**src/rtl/centroid_filter_if.sv**
```systemverilog
// Centroid filter bundle: IPU centroid samples in, filtered FIFO head and status out.
// Latency/backpressure live in centroid_filter; oFRAME_CNT exists only with CENTROID_FILTER_FRAME_CNT_EN.
// master = sample source / host side, slave = the filter.
interface centroid_filter_if #(
    parameter int COORD_W = 11
);
    logic [COORD_W-1:0] iX;
    logic [COORD_W-1:0] iY;
    logic               iDVAL;
    logic               iFRAME_END;
    logic [COORD_W-1:0] oX;
    logic [COORD_W-1:0] oY;
    logic               oVALID;
    logic               iREADY;
    logic               oLOCK;
    logic               oLOST;
    logic               oOVF;

`ifdef CENTROID_FILTER_FRAME_CNT_EN
    logic [15:0]        oFRAME_CNT;

    modport master (
        output iX, iY, iDVAL, iFRAME_END, iREADY,
        input  oX, oY, oVALID, oLOCK, oLOST, oOVF, oFRAME_CNT
    );
    modport slave (
        input  iX, iY, iDVAL, iFRAME_END, iREADY,
        output oX, oY, oVALID, oLOCK, oLOST, oOVF, oFRAME_CNT
    );
`else
    modport master (
        output iX, iY, iDVAL, iFRAME_END, iREADY,
        input  oX, oY, oVALID, oLOCK, oLOST, oOVF
    );
    modport slave (
        input  iX, iY, iDVAL, iFRAME_END, iREADY,
        output oX, oY, oVALID, oLOCK, oLOST, oOVF
    );
`endif

endinterface

```
**src/rtl/centroid_filter.sv**
```systemverilog
// Target tracker: acquire/track/lost FSM, outlier rejection, shift EMA, output FIFO (CENTROID_FILTER_FRAME_CNT_EN adds frame count).
// Latency: iDVAL at cycle N -> entry at FIFO head at N+2 when the FIFO was empty.
// Backpressure: oVALID/iREADY pop; a push into a full FIFO without a pop is dropped and sets sticky oOVF.
module centroid_filter #(
    parameter int COORD_W     = 11,
    parameter int ALPHA_SHIFT = 2,
    parameter int JUMP_THRESH = 64,
    parameter int LOST_FRAMES = 8,
    parameter int FIFO_DEPTH  = 4
) (
    input  logic             iCLK,
    input  logic             iRST,
    centroid_filter_if.slave bus
);

    localparam int PTR_W  = $clog2(FIFO_DEPTH);
    localparam int MISS_W = $clog2(LOST_FRAMES + 1);
    localparam logic [COORD_W:0]  THRESH     = (COORD_W + 1)'(JUMP_THRESH);
    localparam logic [MISS_W-1:0] MISS_LIMIT = MISS_W'(LOST_FRAMES);
    localparam logic [PTR_W:0]    CNT_FULL   = (PTR_W + 1)'(FIFO_DEPTH);

    typedef enum logic [1:0] {
        IDLE    = 2'd0,
        ACQUIRE = 2'd1,
        TRACK   = 2'd2,
        LOST    = 2'd3
    } state_t;

    state_t              state, state_nxt;
    logic [COORD_W-1:0]  fx, fy, fx_nxt, fy_nxt;
    logic [MISS_W-1:0]   miss, miss_nxt, miss_plus;
    logic                seen, seen_nxt;
    logic                push_q, push_nxt;
    logic                miss_inc;
    logic                lock_q, lost_q;

    logic signed [COORD_W:0] dx, dy;
    logic [COORD_W:0]        adx, ady;
    logic                    near;
    logic [COORD_W-1:0]      ema_x, ema_y;

    // Differences are one bit wider so the full unsigned coordinate range is representable.
    always_comb begin
        dx    = $signed({1'b0, bus.iX} - {1'b0, fx});
        dy    = $signed({1'b0, bus.iY} - {1'b0, fy});
        adx   = dx[COORD_W] ? $unsigned(-dx) : $unsigned(dx);
        ady   = dy[COORD_W] ? $unsigned(-dy) : $unsigned(dy);
        near  = (adx <= THRESH) && (ady <= THRESH);
        ema_x = fx + COORD_W'(dx >>> ALPHA_SHIFT);
        ema_y = fy + COORD_W'(dy >>> ALPHA_SHIFT);
    end

    assign miss_plus = miss + MISS_W'(1);

    always_comb begin
        state_nxt = state;
        fx_nxt    = fx;
        fy_nxt    = fy;
        miss_nxt  = miss;
        push_nxt  = 1'b0;
        miss_inc  = 1'b0;
        // A sample coinciding with frame end belongs to the ending frame.
        seen_nxt  = bus.iFRAME_END ? 1'b0 : (seen | bus.iDVAL);

        case (state)
            IDLE, LOST: begin
                if (bus.iDVAL) begin
                    fx_nxt    = bus.iX;
                    fy_nxt    = bus.iY;
                    push_nxt  = 1'b1;
                    state_nxt = ACQUIRE;
                end
            end
            ACQUIRE: begin
                if (bus.iDVAL) begin
                    push_nxt = 1'b1;
                    if (near) begin
                        fx_nxt    = ema_x;
                        fy_nxt    = ema_y;
                        miss_nxt  = '0;
                        state_nxt = TRACK;
                    end else begin
                        fx_nxt = bus.iX;
                        fy_nxt = bus.iY;
                    end
                end
            end
            TRACK: begin
                if (bus.iDVAL) begin
                    if (near) begin
                        fx_nxt   = ema_x;
                        fy_nxt   = ema_y;
                        push_nxt = 1'b1;
                        miss_nxt = '0;
                    end else begin
                        miss_inc = 1'b1;
                    end
                end else if (bus.iFRAME_END && !seen) begin
                    miss_inc = 1'b1;
                end
                if (miss_inc) begin
                    if (miss_plus == MISS_LIMIT) begin
                        miss_nxt  = '0;
                        state_nxt = LOST;
                    end else begin
                        miss_nxt = miss_plus;
                    end
                end
            end
            default: state_nxt = IDLE;
        endcase
    end

    always_ff @(posedge iCLK or negedge iRST) begin
        if (!iRST) begin
            state  <= IDLE;
            fx     <= '0;
            fy     <= '0;
            miss   <= '0;
            seen   <= 1'b0;
            push_q <= 1'b0;
            lock_q <= 1'b0;
            lost_q <= 1'b0;
        end else begin
            state  <= state_nxt;
            fx     <= fx_nxt;
            fy     <= fy_nxt;
            miss   <= miss_nxt;
            seen   <= seen_nxt;
            push_q <= push_nxt;
            lock_q <= (state == TRACK);
            lost_q <= (state == LOST);
        end
    end

    // Output FIFO; fx/fy already hold the updated filter value while push_q is high.
    logic [COORD_W-1:0] mem_x [FIFO_DEPTH];
    logic [COORD_W-1:0] mem_y [FIFO_DEPTH];
    logic [PTR_W-1:0]   wr_ptr, rd_ptr;
    logic [PTR_W:0]     count;
    logic [COORD_W-1:0] hold_x, hold_y;
    logic               ovf;
    logic               fifo_full, fifo_vld, pop, wr_en;

    assign fifo_full = (count == CNT_FULL);
    assign fifo_vld  = (count != '0);
    assign pop       = fifo_vld & bus.iREADY;
    assign wr_en     = push_q & (~fifo_full | pop);

    always_ff @(posedge iCLK) begin
        if (wr_en) begin
            mem_x[wr_ptr] <= fx;
            mem_y[wr_ptr] <= fy;
        end
    end

    always_ff @(posedge iCLK or negedge iRST) begin
        if (!iRST) begin
            wr_ptr <= '0;
            rd_ptr <= '0;
            count  <= '0;
            hold_x <= '0;
            hold_y <= '0;
            ovf    <= 1'b0;
        end else begin
            if (wr_en) wr_ptr <= wr_ptr + PTR_W'(1);
            if (pop) begin
                rd_ptr <= rd_ptr + PTR_W'(1);
                hold_x <= mem_x[rd_ptr];
                hold_y <= mem_y[rd_ptr];
            end
            case ({wr_en, pop})
                2'b10:   count <= count + (PTR_W + 1)'(1);
                2'b01:   count <= count - (PTR_W + 1)'(1);
                default: count <= count;
            endcase
            if (push_q && fifo_full && !pop) ovf <= 1'b1;
        end
    end

    assign bus.oX     = fifo_vld ? mem_x[rd_ptr] : hold_x;
    assign bus.oY     = fifo_vld ? mem_y[rd_ptr] : hold_y;
    assign bus.oVALID = fifo_vld;
    assign bus.oLOCK  = lock_q;
    assign bus.oLOST  = lost_q;
    assign bus.oOVF   = ovf;

`ifdef CENTROID_FILTER_FRAME_CNT_EN
    logic [15:0] frame_cnt;
    logic [15:0] mem_c [FIFO_DEPTH];
    logic [15:0] hold_c;

    always_ff @(posedge iCLK) begin
        if (wr_en) mem_c[wr_ptr] <= frame_cnt;
    end

    always_ff @(posedge iCLK or negedge iRST) begin
        if (!iRST) begin
            frame_cnt <= '0;
            hold_c    <= '0;
        end else begin
            if (bus.iFRAME_END) frame_cnt <= frame_cnt + 16'd1;
            if (pop)            hold_c    <= mem_c[rd_ptr];
        end
    end

    assign bus.oFRAME_CNT = fifo_vld ? mem_c[rd_ptr] : hold_c;
`endif

endmodule

```
**src/flat_wrapper.sv**
```systemverilog
// flat-port wrapper written by rule: the top's interface ports become plain ports
module centroid_filter_flat 
#(
    parameter int COORD_W     = 11,
    parameter int ALPHA_SHIFT = 2,
    parameter int JUMP_THRESH = 64,
    parameter int LOST_FRAMES = 8,
    parameter int FIFO_DEPTH  = 4
)
  (iCLK, iRST, bus_iX, bus_iY, bus_iDVAL, bus_iFRAME_END, bus_iREADY, bus_oX, bus_oY, bus_oVALID, bus_oLOCK, bus_oLOST, bus_oOVF);
  centroid_filter_if #(.COORD_W(COORD_W)) bus_i ();
  input  logic iCLK;
  input  logic iRST;
  input wire logic [$bits(bus_i.iX)-1:0] bus_iX;
  input wire logic [$bits(bus_i.iY)-1:0] bus_iY;
  input wire logic [$bits(bus_i.iDVAL)-1:0] bus_iDVAL;
  input wire logic [$bits(bus_i.iFRAME_END)-1:0] bus_iFRAME_END;
  input wire logic [$bits(bus_i.iREADY)-1:0] bus_iREADY;
  output wire logic [$bits(bus_i.oX)-1:0] bus_oX;
  output wire logic [$bits(bus_i.oY)-1:0] bus_oY;
  output wire logic [$bits(bus_i.oVALID)-1:0] bus_oVALID;
  output wire logic [$bits(bus_i.oLOCK)-1:0] bus_oLOCK;
  output wire logic [$bits(bus_i.oLOST)-1:0] bus_oLOST;
  output wire logic [$bits(bus_i.oOVF)-1:0] bus_oOVF;
  assign bus_i.iX = bus_iX;
  assign bus_i.iY = bus_iY;
  assign bus_i.iDVAL = bus_iDVAL;
  assign bus_i.iFRAME_END = bus_iFRAME_END;
  assign bus_i.iREADY = bus_iREADY;
  assign bus_oX = bus_i.oX;
  assign bus_oY = bus_i.oY;
  assign bus_oVALID = bus_i.oVALID;
  assign bus_oLOCK = bus_i.oLOCK;
  assign bus_oLOST = bus_i.oLOST;
  assign bus_oOVF = bus_i.oOVF;
  centroid_filter #(.COORD_W(COORD_W), .ALPHA_SHIFT(ALPHA_SHIFT), .JUMP_THRESH(JUMP_THRESH), .LOST_FRAMES(LOST_FRAMES), .FIFO_DEPTH(FIFO_DEPTH)) u_core (.iCLK(iCLK), .iRST(iRST), .bus(bus_i));
endmodule
```
**config.mk**
```make
export PLATFORM = sky130hd
export DESIGN_NAME = centroid_filter_flat
export DESIGN_NICKNAME = d
export VERILOG_FILES = /design/src/rtl/centroid_filter_if.sv /design/src/rtl/centroid_filter.sv /design/src/flat_wrapper.sv
export SDC_FILE = /design/constraint.sdc
export NUM_CORES = 1
export LEC_CHECK = 0
export CAP_MARGIN = 20
export CORE_MARGIN = 3
export CORE_UTILIZATION = 40
export CTS_BUF_LIST = sky130_fd_sc_hd__clkbuf_16
export DETAILED_ROUTE_END_ITERATION = 16
export PLACE_DENSITY = 0.57
export SYNTH_ARGS = -nofsm -noshare
export SYNTH_HDL_FRONTEND = slang
export SYNTH_SLANG_ARGS = --single-unit
```
**constraint.sdc**
```tcl
create_clock -name iCLK -period 3.4 [get_ports iCLK]
set_input_delay 0.51 -clock iCLK [delete_from_list [all_inputs] [get_ports iCLK]]
set_output_delay 0.51 -clock iCLK [all_outputs]
set_load 0.03 [all_outputs]
```
# --- Word-level counts from Yosys, hierarchy flattened ---
# Memories as Yosys holds them, arrays and structs flattened.
# Index checks and enable logic that the tools add are counted.
classes:
  n_mux: 39
  multipliers: 0
  n_eq_ne: 14
  shift: 0
  n_addsub: 11
  order_cmp: 2
  reduce_logical: 14
  n_bitwise: 5
  n_div: 0
ops:
  columns: ["cell", "n"]
  rows:
  - ["$mux 11", 12]
  - ["$pmux 11 s3", 2]
  - ["$le 12x7->1 const B", 2]
  - ["$mux 12", 2]
  - ["$neg 12->12", 2]
  - ["$sub 11x11->12", 2]
  - ["$add 11x11->11", 2]
  - ["$mux 4", 4]
  - ["$mux 1", 10]
  - ["$mux 2", 5]
  - ["$ne 2x1->1 const B", 4]
  - ["$pmux 4 s2", 1]
  - ["$eq 2x2->1 const B", 3]
  - ["$ne 2x2->1 const B", 3]
  - ["$pmux 2 s3", 1]
  - ["$pmux 3 s2", 1]
  - ["$reduce_and 5->1", 1]
  - ["$add 2x1->2 const B", 2]
  - ["$add 4x1->4 const B", 1]
  - ["$eq 2x1->1 const B", 2]
  - ["$eq 4x4->1 const B", 1]
  - ["$logic_and 1x1->1", 4]
  - ["$reduce_and 4->1", 1]
  - ["$reduce_bool 2->1", 2]
  - ["12 further kinds", 15]
word_totals:
  wordCells: 101
  mem_count: 2
  out_inout_bits: 26
  latchBits: 0
  in_bits: 27
  ff_bits: 62
  rom_bits: 0
  ramBits: 88
mem_list:
  columns: ["name", "depth", "width", "read_ports", "rd_ports_with_merged_regs", "write_ports", "line", "rtl"]
  rows:
  - ["u_core.mem_x", 4, 11, 1, 0, 1, "centroid_filter.sv:137", "logic [COORD_W-1:0] mem_x [FIFO_DEPTH];"]
  - ["u_core.mem_y", 4, 11, 1, 0, 1, "centroid_filter.sv:138", "logic [COORD_W-1:0] mem_y [FIFO_DEPTH];"]

# --- Logic depth before layout (Yosys ltp) ---
logic_depth:
  word_depth: 10
  depth_mapped: 19
  depth_no_buf: 19

# --- Least setup slack after synthesis ---
# No wires, ideal clock.
synth_timing:
  path_kind: "in2reg"
  startpoint: "in bus_iY[4]"
  endpoint: "reg u_core.fy[3]"
  path_slack_ns: -0.257
  t_arrival_ns: 3.531
  setup_time_ns: 0.126
  stages: 14
  required_ns: 3.274
  path_buffers: 2
  path_cell_list: "ha_1 > buf_6 > a21o_1 > a31o_1 > or3_4 > a2111o_1 > and4bb_1 > o211ai_2 > a211oi_4 > nand3_1 > a21o_1 > buf_6 > a21oi_1 > a21oi_1"
synth_via:
  elab_chain_len: 8
  elab_cells_between_ends: 13
  classes_between: "add/sub: 3; order compare: 1; eq/ne: 1; mux: 6; reduce/logical: 2"
synth_rtl:
  columns: ["element", "line", "rtl"]
  rows:
  - ["start, declared", "flat_wrapper.sv:15", "input wire logic [$bits(bus_i.iY)-1:0] bus_iY;"]
  - ["$sub 11x11->12 (*)", "centroid_filter.sv:45", "dy = $signed({1'b0, bus.iY} - {1'b0, fy});"]
  - ["$neg 12->12", "centroid_filter.sv:47", "ady = dy[COORD_W] ? $unsigned(-dy) : $unsigned(dy);"]
  - ["$mux 12", "centroid_filter.sv:47", null]
  - ["$le 12x7->1", "centroid_filter.sv:48", "near = (adx <= THRESH) && (ady <= THRESH);"]
  - ["$logic_and 1x1->1", "centroid_filter.sv:48", null]
  - ["$mux 11", "centroid_filter.sv:77", "if (near) begin"]
  - ["$mux 11", "centroid_filter.sv:75", "if (bus.iDVAL) begin"]
  - ["$pmux 11 s3", "centroid_filter.sv:65", "case (state)"]
  - ["end signal, assigned", "centroid_filter.sv:127", "fy <= fy_nxt;"]
  - ["end, declared", "centroid_filter.sv:30", "logic [COORD_W-1:0] fx, fy, fx_nxt, fy_nxt;"]
# Mark *: on every way between the ends. The rest lies on a longest branch, timed or not. The select of a mux whose other input is x is not followed.
# A chain may end at the register's enable or synchronous reset.

# --- Final worst setup path ---
layout_timing:
  startpoint: "reg u_core.fy[1]"
  endpoint: "reg u_core.miss[2]"
layout_via:
  elab_chain_len: 10
  elab_cells_between_ends: 12
  classes_between: "add/sub: 2; order compare: 1; mux: 8; reduce/logical: 1"
layout_rtl:
  columns: ["element", "line", "rtl"]
  rows:
  - ["$sub 11x11->12 (*)", "centroid_filter.sv:45", null]
  - ["$neg 12->12", "centroid_filter.sv:47", null]
  - ["$mux 12 (*)", "centroid_filter.sv:47", null]
  - ["$le 12x7->1 (*)", "centroid_filter.sv:48", null]
  - ["$logic_and 1x1->1 (*)", "centroid_filter.sv:48", null]
  - ["$mux 1", "centroid_filter.sv:90", "if (near) begin"]
  - ["$mux 1", "centroid_filter.sv:89", "if (bus.iDVAL) begin"]
  - ["$mux 1", "centroid_filter.sv:65", null]
  - ["$mux 4", "centroid_filter.sv:101", "if (miss_inc) begin"]
  - ["$pmux 4 s2 (*)", "centroid_filter.sv:65", null]
  - ["end signal, assigned", "centroid_filter.sv:128", "miss <= miss_nxt;"]
  - ["end, declared", "centroid_filter.sv:31", "logic [MISS_W-1:0] miss, miss_nxt, miss_plus;"]
# Marks and branches as above.

==> insert_results.sql <==
INSERT INTO impl_metrics (metric_group, metric, value, unit) VALUES
('routing', 'avgViaCountPerCell', '5.343', ''),
('timing', 'slew_headroom', '0.6598', ''),
('timing', 'final_max_slew_viol_count', '0', ''),
('synth', 'synth-main-ff-cell', 'edfxtp_1', ''),
('timing', 'accumulated_negative_setup_slack', '-6.627', 'ns'),
('clock_tree', 'cts_max_level', '4', ''),
('timing', 'timing_worst_slew_pin_value', '0.5072', 'ns'),
('floorplan', 'ioPinCount', '53', ''),
('routing', 'dr.first_iter.drc_count', '290', ''),
('critical_path', 'cp.arrival', '3.97', 'ns'),
('floorplan', 'floorplan.initialDensity', '0.4119', ''),
('floorplan', 'die_w', '153.8', 'um'),
('synth', 'top_cell_type_s_share_of_synthesized_area', '0.3024', ''),
('timing', 'setup-violations-final', '29', ''),
('floorplan', 'placeableCoreArea', '21220', 'sq um'),
('critical_path', 'setup.worst_path.start_class', 'flop', ''),
('clock_tree', 'numClockSinks', '150', ''),
('timing', 'rsz0062_at_grt', 'yes', ''),
('synth', 'ys.warnings.count', '0', ''),
('routing', 'detail_route.wirelength', '22620', 'um'),
('floorplan', 'row_count', '53', ''),
('final_layout', 'nets', '1063', ''),
('synth', 'synth.ff_latch_count', '150', ''),
('synth', 'number_of_instances_in_the_synthesized_netlist', '731', ''),
('placed_design', 'place_worst_setup_slack', '-1.059', 'ns'),
('clock_tree', 'clk_path_buf_depth', '2', ''),
('clock_tree', 'clock_pin_slew_on_the_worst_setup_and_hold_paths', '0.07', 'ns'),
('grt', 'grtUsageTotal', '0.1919', ''),
('synth', 'synth_sequential_area_ratio', '0.4799', ''),
('synth', 'count_of_cell_types_in_the_netlist', '82', ''),
('critical_path', 'crit_required', '3.71', 'ns'),
('final_layout', 'multi_input_comb_area', '4835', 'sq um'),
('clock_tree', 'cts_root_buf', 'clkbuf_16', ''),
('critical_path', 'rr_worst_depth', '15', ''),
('critical_path', 'crit_path_end_kind', 'flop', ''),
('synth', 'synth-edff-count', '88', ''),
('run_status', 'status', 'finished with violations', ''),
('timing', 'clock.fmax', '0.2725', 'GHz'),
('grt', 'global_route.overflow_total', '0', ''),
('synth', 'yosysTopAreaCell', 'edfxtp_1', ''),
('clock_tree', 'clock_insertion_delay_worst_skew', '0.42', 'ns'),
('synth', 'synthesis.area', '8740', 'sq um'),
('critical_path', 'r2r_setup_slack', '-0.27', 'ns'),
('timing', 'min_period_over_period', '1.079', ''),
('timing', 'timing.final.ws_setup', '-0.2692', 'ns'),
('final_layout', 'finalInstanceArea', '12260', 'sq um'),
('clock_tree', 'cts_tree', 'done', ''),
('timing', 'period_minus_slack', '3.669', 'ns'),
('final_layout', 'signed_area_change_from_the_synthesized_netlist_to_the_final_layout', '40.27', '%'),
('flow_run', 'max_cap_viol_count', '0', ''),
('synth', 'ys_top_cells_by_area', 'edfxtp_1 (30%), dfrtp_1 (18%), ha_1 (7.6%)', ''),
('grt', 'largest_net_degree_at_the_start_of_global_routing', '32', ''),
('grt', 'grt_first_pass_wirelength', '36320', 'um'),
('critical_path', 'path_max_fanout', '5', ''),
('critical_path', 'worst-setup-path-type', 'reg -> reg', ''),
('routing', 'drc_errors', '0', ''),
('placed_design', 'post-dp-hpwl', '16290', 'um'),
('grt', 'vias_in_the_first_global_route', '7051', ''),
('placed_design', 'port-buffer-count', '52', ''),
('synth', 'avgSynthCellArea', '11.96', 'sq um'),
('final_layout', 'fill_cells', '1752', ''),
('synth', 'postSynthNetCount', '816', ''),
('critical_path', 'worstReg2RegStart', 'u_core.fy[1]$_DFFE_PN0P_', ''),
('routing', 'ant_nets', '0', ''),
('placed_design', 'gpl.final_weighted_congestion', '0.8743', ''),
('final_layout', 'drive_gt1_frac', '0.4268', ''),
('timing', 'final_hold_violation_count', '0', ''),
('clock_tree', 'cts-buffers-inserted', '17', ''),
('floorplan', 'chipHeight', '153.8', 'um'),
('floorplan', 'floorplan.die_area', '23660', 'sq um'),
('routing', 'wl_per_cell', '17.86', 'um'),
('routing', 'via_count', '6764', ''),
('placed_design', 'dpl_cell_area', '10970', 'sq um'),
('timing', 'final.setup_skew', '0.01294', 'ns'),
('worst_hold_path', 'hold_path.class', 'in -> async', ''),
('final_layout', 'antennaDiodeCount', '0', ''),
('final_layout', 'area.sequential', '4195', 'sq um'),
('synth', 'async_reset_ff_frac', '0.4133', ''),
('grt', 'antenna_violations_before_repair', '0', ''),
('critical_path', 'critical_path.reg2reg.endpoint', 'u_core.miss[2]$_DFFE_PN0N_', ''),
('routing', 'drt_first_pass_iters', '4', ''),
('run_status', 'failed_checks', 'negative setup slack', '');
sequential cells by signal (all words and copies together), names as in the netlist:
| register | count |
|---|---|
| u_core.rd_ptr | 2 |
| u_core.fy | 11 |
| u_core.mem_y | 44 |
| u_core.state | 2 |
| u_core.hold_y | 11 |
| u_core.fx | 11 |
| u_core.bus.oLOST | 1 |
| u_core.wr_ptr | 2 |
| u_core.push_q | 1 |
| u_core.miss | 4 |
| u_core.seen | 1 |
| u_core.mem_x | 44 |
| u_core.bus.oLOCK | 1 |
| u_core.count | 3 |
| u_core.hold_x | 11 |
| u_core.bus.oOVF | 1 |
critical path, stage by stage (launching register included):
cell and delay, ns:
dfrtp_1 0.43, inv_2 0.11, ha_4 0.21, nor2b_4 0.12
o2111a_1 0.28, or3_4 0.40, a2111o_1 0.46, and4bb_1 0.33
o211ai_2 0.12, a211oi_4 0.22, buf_4 0.16, nand4_4 0.15
buf_6 0.18, buf_4 0.14, a21oi_2 0.17, o2bb2ai_2 0.09
final cells by class:
cell class | instances | area share
clock buffer | 18 | 0.03674
clock inverter | 14 | 0.01000
inverter | 49 | 0.01602
multi-input combinational | 506 | 0.3944
sequential | 150 | 0.3422
tap | 275 | 0.02807
timing repair buffer | 254 | 0.1726
cells in the mapped netlist, types with 4 or more instances:
library cell / count
edfxtp_1: 88
dfrtp_1: 62
a21oi_1: 58
nor2_1: 55
ha_1: 53
inv_1: 48
mux2_2: 44
nand2_1: 30
mux4_2: 22
xnor2_1: 22
o21ai_0: 18
a21o_1: 16
nor3_1: 15
xor2_1: 14
nor2b_1: 13
and2_1: 11
clkbuf_1: 11
nand3_1: 9
nand2b_1: 8
a211oi_1: 7
o21a_1: 7
buf_2: 6
a31oi_1: 5
fa_1: 5
mux2i_1: 5
nor4_1: 5
o21bai_1: 4
or2_2: 4
cells by family (layout without fill, tap and decap cells):
group | Yosys count | count (layout) | share of synthesized area
buffers and inverters | 75 | 335 | 0.03665
DFF | 150 | 150 | 0.4799
xor gates and xnor gates | 36 | 36 | 0.03608
adders and majority gates | 58 | 58 | 0.08733
muxes | 71 | 71 | 0.1191
AOI/OAI and AO/OA | 170 | 170 | 0.1410
and+or+nand+nor | 171 | 171 | 0.09993
placed cells by master (no fill, tap or decap), drive strengths merged, types with 4 or more instances in the layout:
master         count
a211oi             9
a21o              16
a21oi             60
a221oi             5
a31oi              5
and2              12
buf              202
clkbuf            18
clkdlybuf4s50     42
clkinv             7
dfrtp             62
dlygate4sd2        7
edfxtp            88
fa                 5
ha                53
inv               52
mux2              44
mux2i              5
mux4              22
nand2             30
nand2b             8
nand3              9
nand4              4
nor2              55
nor2b             13
nor3              16
nor4               5
o211ai             4
o21a               7
o21ai             19
o21bai             4
or2                4
or3                4
xnor2             22
xor2              14
per-stage QoR:
stage / util / hold slack (ns) / cells
after floorplan: - / 0.2144 / 731
after global placement: 0.5170 / 0.3431 / 1209
after detailed placement: 0.5170 / 0.3415 / 1209
after CTS: 0.5647 / 0.4423 / 1261
after global routing: 0.5777 / 0.4644 / 1266
final: 0.5777 / 0.4568 / 1266
per-layer routing:
layer,track usage,wire (um),part of all wire
met1,0.2573,10290,0.46
met4,0.06476,563,0.025
met2,0.3225,11220,0.50
met3,0.02646,539,0.024
met5,0,0,0
repair_timing:
item                                    in CTS  in global routing
hold endpoints to repair                     4                  0
pin swaps                                   41                 16
gates cloned                                 1                  1
setup buffers                               18                  3
gates resized for setup                     74                 43
hold buffers                                 1                  0
endpoints found under the setup margin      29                 29
how the worst max path moves through the flow:
| stage | slack (ns) | startpoint | to | cells past startpoint |
|---|---|---|---|---|
| 6_report | -0.27 | u_core.fy[1]$_DFFE_PN0P_ | u_core.miss[2]$_DFFE_PN0N_ | 15 |
| 5_1_grt | -0.44 | u_core.fy[0]$_DFFE_PN0P_ | u_core.state[0]$_DFFE_PN0P_ | 18 |
| 4_1_cts | -0.24 | u_core.fy[1]$_DFFE_PN0P_ | u_core.state[0]$_DFFE_PN0P_ | 14 |
| 3_5_place_dp | -1.06 | bus_iY[0] | u_core.state[0]$_DFFE_PN0P_ | 17 |
| 3_3_place_gp | -0.99 | bus_iY[0] | u_core.fy[10]$_DFFE_PN0P_ | 21 |
| 2_1_floorplan | -0.16 | bus_iY[0] | u_core.fx[10]$_DFFE_PN0P_ | 16 |
Power is not shown: default switching activity piles up to over one toggle a cycle in this logic, so the estimate is an artifact.
